==> config.mk <==
export PLATFORM = sky130hd
export DESIGN_NAME = fetch_sequencer
export DESIGN_NICKNAME = d
export VERILOG_FILES = /design/src/rtl/fetch_sequencer.sv
export SDC_FILE = /design/constraint.sdc
export NUM_CORES = 1
export LEC_CHECK = 0
export ABC_CLOCK_PERIOD_IN_PS = 6100
export CAP_MARGIN = 25
export CORE_MARGIN = 2
export CORE_UTILIZATION = 45
export CTS_BUF_LIST = sky130_fd_sc_hd__clkbuf_4
export CTS_CLUSTER_SIZE = 20
export DETAILED_ROUTE_END_ITERATION = 8
export PLACE_DENSITY_LB_ADDON = 0.1
export RECOVER_POWER = 50
export SLEW_MARGIN = 0
export SYNTH_ARGS = -nofsm -noshare
export SYNTH_HDL_FRONTEND = slang
export SYNTH_SLANG_ARGS = --single-unit
==> constraint.sdc <==
create_clock -name clk -period 6.1 [get_ports clk]
set_input_delay 1.83 -clock clk [delete_from_list [all_inputs] [get_ports clk]]
set_output_delay 1.83 -clock clk [all_outputs]
set_load 0.005 [all_outputs]
==> src/rtl/fetch_sequencer.sv <==
// Program-fetch controller: owns pc, resolves decoder jumps, and wraps fetch in a
// run/halt/single-step debug FSM with one hardware breakpoint.
module fetch_sequencer #(
    parameter int unsigned PM_AW      = 8,
    parameter logic [7:0]  NOP_OPCODE = 8'hC8,
    parameter int unsigned CNT_W      = 16
) (
    input  logic             clk,
    input  logic             sync_reset,
    input  logic             jmp,
    input  logic             jmp_nz,
    input  logic             zero_flag,
    input  logic [3:0]       ir_nibble,
    input  logic [7:0]       pm_data,
    input  logic             halt_req,
    input  logic             resume_req,
    input  logic             step_req,
    input  logic             bp_en,
    input  logic [PM_AW-1:0] bp_addr,
    output logic [PM_AW-1:0] pm_addr,
    output logic [7:0]       next_instr,
    output logic             issue,
    output logic             halted,
    output logic [PM_AW-1:0] ir_pc,
    output logic [CNT_W-1:0] instr_count
);

    typedef enum logic [1:0] {
        S_RESET = 2'd0,
        S_RUN   = 2'd1,
        S_HALT  = 2'd2,
        S_STEP  = 2'd3
    } state_t;

    state_t           state;
    state_t           state_nxt;
    logic [PM_AW-1:0] pc;
    logic             bp_skip;
    logic             taken;
    logic             bp_hit;
    logic             skip_set;

    assign taken  = jmp | (jmp_nz & ~zero_flag);
    assign bp_hit = bp_en & (pc == bp_addr) & ~bp_skip;

    // State register
    always_ff @(posedge clk) begin
        if (sync_reset) begin
            state <= S_RESET;
        end else begin
            state <= state_nxt;
        end
    end

    // Next state, issue decision and breakpoint-skip arming
    always_comb begin
        state_nxt = state;
        issue     = 1'b0;
        skip_set  = 1'b0;
        unique case (state)
            S_RESET: begin
                state_nxt = halt_req ? S_HALT : S_RUN;
            end
            S_RUN: begin
                if (halt_req || bp_hit) begin
                    state_nxt = S_HALT;
                end else if (!taken) begin
                    issue = 1'b1;
                end
            end
            S_HALT: begin
                if (resume_req) begin
                    state_nxt = S_RUN;
                    skip_set  = 1'b1;
                end else if (step_req) begin
                    state_nxt = S_STEP;
                    skip_set  = 1'b1;
                end
            end
            S_STEP: begin
                if (!taken) begin
                    issue     = 1'b1;
                    state_nxt = S_HALT;
                end
            end
            default: state_nxt = S_RESET;
        endcase
        if (sync_reset) begin
            issue = 1'b0;
        end
    end

    // Fetch datapath: jumps beat sequential advance, jumps land in any state
    always_ff @(posedge clk) begin
        if (sync_reset) begin
            pc          <= '0;
            ir_pc       <= '0;
            instr_count <= '0;
            bp_skip     <= 1'b0;
        end else begin
            if (taken) begin
                pc <= {ir_pc[PM_AW-1:4], ir_nibble};
            end else if (issue) begin
                pc <= pc + PM_AW'(1);
            end
            if (issue) begin
                ir_pc       <= pc;
                instr_count <= instr_count + CNT_W'(1);
            end
            if (skip_set) begin
                bp_skip <= 1'b1;
            end else if (issue) begin
                bp_skip <= 1'b0;
            end
        end
    end

    assign pm_addr    = pc;
    assign next_instr = issue ? pm_data : NOP_OPCODE;
    assign halted     = (state == S_HALT);

endmodule

==> metrics.txt <==
status completed; Crit. Startpoint bp_addr[0]; CTS sink count 35; Synth top cells by count dfxtp_1 (35), nor2_1 (22), mux2_2 (16), nor2b_1 (16); antenna violations before repair 0; WL met2 about 2.6 mm; Max Freq between 0.15 and 0.2 GHz; post-CTS setup buffers 0; Detail Placement HPWL between 3 and 4 mm; r2r startpoint pm_addr[1]; global-route wire length before repair 8.85 mm; Top FF cell, synth dfxtp_1; CTS Buf Count 5; # diodes 0; synth top area cells dfxtp_1 (35%), mux2_2 (9.0%), nor2b_1 (5.0%); r2r setup slk 3.36 ns; RD Place Congestion 0.799; worst clock skew 0.0168 ns; share of post-route cells with drive strength above 1 about an eighth; CTS HTree Levels 2; CTS clk-pin slew, worst paths 0.11 ns; CP max FO 16; Max Cap Viol 0; post-synth top area cell dfxtp_1; pin count of the biggest net entering global routing 36; Hold Crit Class register to register; DRC Markers 0; Final Critical Period about 5.9 ns; async set-or-reset flop fraction in the synthesized netlist 0%; fillers a little under 400; antenna viol nets, final 0; Worst setup SP type primary input; Die X-Extent 70.5 um; hold buffers post-CTS 0; GRT overflow 0; met3 wire len 429 um; I/O pins between 70 and 80; Final Hold Violating Endpoints 0; reg2reg end pm_addr[4]; IO Port Bufs 70; Final Cycle Share 96.1%; core area 4290 um^2; CTS Root Buffer Type clkbuf_4; VDD IR max 0.000104 V; Seq/Total Area, Yosys 35.2%; Post-Syn Area 1990 um^2; Synth Instances 234; hold depth 2; max-slew violations 0; final WL 5.37 mm; post-synthesis register bit count 35; CTS tree done; vias in the first global route 1880; DIE AREA ~5000 um^2; Initial Utilization between 40 and 50%; Worst Path Arrival roughly 4 ns; routed metal-1 wirelength 2.27 mm; Required @ worst endpoint between 4 and 5 ns; Avg Inst Size Synth 8.51 um^2; Highest Signal Layer met4; Leak 1.12 nW; RSZ-0062 raised after global routing false; area of the multi-input gates 1200 um^2; Syn. warnings 0; chip height ~70 um; maximum clock path buffer count 2; sum of negative setup slack 0 ns; Power Total roughly 0.00044 W; clk_lat worst skew 0.35 ns; Via density ~5.8; total track usage 22.0%; critical path endpoint category output pin; post-synth top area share between 30% and 40%; Post-synth EDFFs 0; Resized Gates After CTS 1; layout overhead on the synthesized area 40.4%; # setup viols final 0; # rows 24; router iterations before antenna repair 4; critical path class primary input to output pin; normalized max-slew margin 25.2%; Tightest Pin Transition 1.12 ns; # nets final between 300 and 400; DR vias 2056; Worst R2R Path Depth 6; Yosys cell types between 40 and 50; PD cells 159 nW/um^2; routed length per instance 15.0 um; DRT iter0 DRCs about 120; register area 701 um^2; Syn Nets about 270; cell with the most instances after synthesis dfxtp_1; CP endpoint next_instr[0]
-- metal layers --
layer / GRT usage (%) / vias up
met3: 6.27 / 10
met2: 37.6 / 77
li1: - / 1006
met4: 6.50 / 0
met1: 27.2 / 963
met5: 0 / -
-- flip-flops by register name, summed over array words and instances (netlist names) --
| signal | flops |
|---|---|
| instr_count | 16 |
| ir_pc | 8 |
| pm_addr | 8 |
| state | 2 |
| bp_skip | 1 |
-- kinds of logic (layout without fill, tap and decap cells) --
| family | Yosys count | after routing | synth area share (%) |
|---|---|---|---|
| DFF | 35 | 35 | 35.2 |
| muxes | 18 | 18 | 10.1 |
| xor gates and xnor gates | 8 | 8 | 3.52 |
| and+or+nand+nor | 110 | 110 | 30.2 |
| buffers and inverters | 19 | 90 | 5.09 |
| adders and majority gates | 2 | 2 | 1.26 |
| AOI/OAI and AO/OA | 42 | 42 | 14.7 |
-- worst min-delay path by stage --
stage | to | start
floorplan | bp_skip | bp_skip
global placement | bp_skip | bp_skip
detailed placement | bp_skip | bp_skip
CTS | bp_skip | bp_skip
global route | ir_pc[5] | ir_pc[5]
finish | ir_pc[5] | ir_pc[5]
-- cell usage in the layout (no fill, tap or decap), types with 4 or more instances in the layout --
cell / instances
a21oi_1: 4
and2_1: 5
buf_4: 7
clkbuf_4: 7
clkdlybuf4s50_1: 37
dfxtp_1: 35
dlygate4sd3_1: 33
inv_1: 4
mux2_2: 16
nand2_1: 14
nand3_1: 5
nand4_1: 14
nor2_1: 22
nor2b_1: 16
nor3_1: 7
nor4_1: 6
o21ai_0: 12
o311ai_0: 5
o41ai_1: 4
or2_2: 4
xor2_1: 8
-- cell type report --
type	count	share of cell area [%]
Clock buffer	7	1.88
Clock inverter	1	0.179
Inverter	4	0.537
Multi-Input combinational cell	180	43.0
Sequential cell	35	25.1
Tap cell	52	2.33
Timing Repair Buffer	78	27.1
-- report_power, final --
part | total, W | switching (W) | internal [W]
Clock | 0.000132 | 0.0000782 | 0.0000538
Sequential | 0.000243 | 0.00000934 | 0.000234
Combinational | 0.0000684 | 0.0000303 | 0.0000381
Total | 0.000444 | 0.000118 | 0.000326
-- stage by stage --
stage                     instances  area (um^2)  hold slack (ns)  utilization, %  setup slack, ns
after global routing            357         2800            0.526            65.1           0.0683
after detailed placement        349         2740            0.472            63.7          -0.0610
after CTS                       357         2800            0.492            65.2            0.197
final                           357         2800            0.490            65.1            0.235
after floorplan                 234         1990            0.445               -             1.25
after global placement          349         2740            0.467            63.7          -0.0307
-- worst max-delay path, cell delays in order --
cell             delay, ns
clkdlybuf4s50_1       0.48
xor2_1                0.21
nor3_1                0.10
and4_4                0.21
nor3_4                0.50
and2_1                0.21
clkdlybuf4s50_1       0.50
Power figures use the tool's default switching activity.
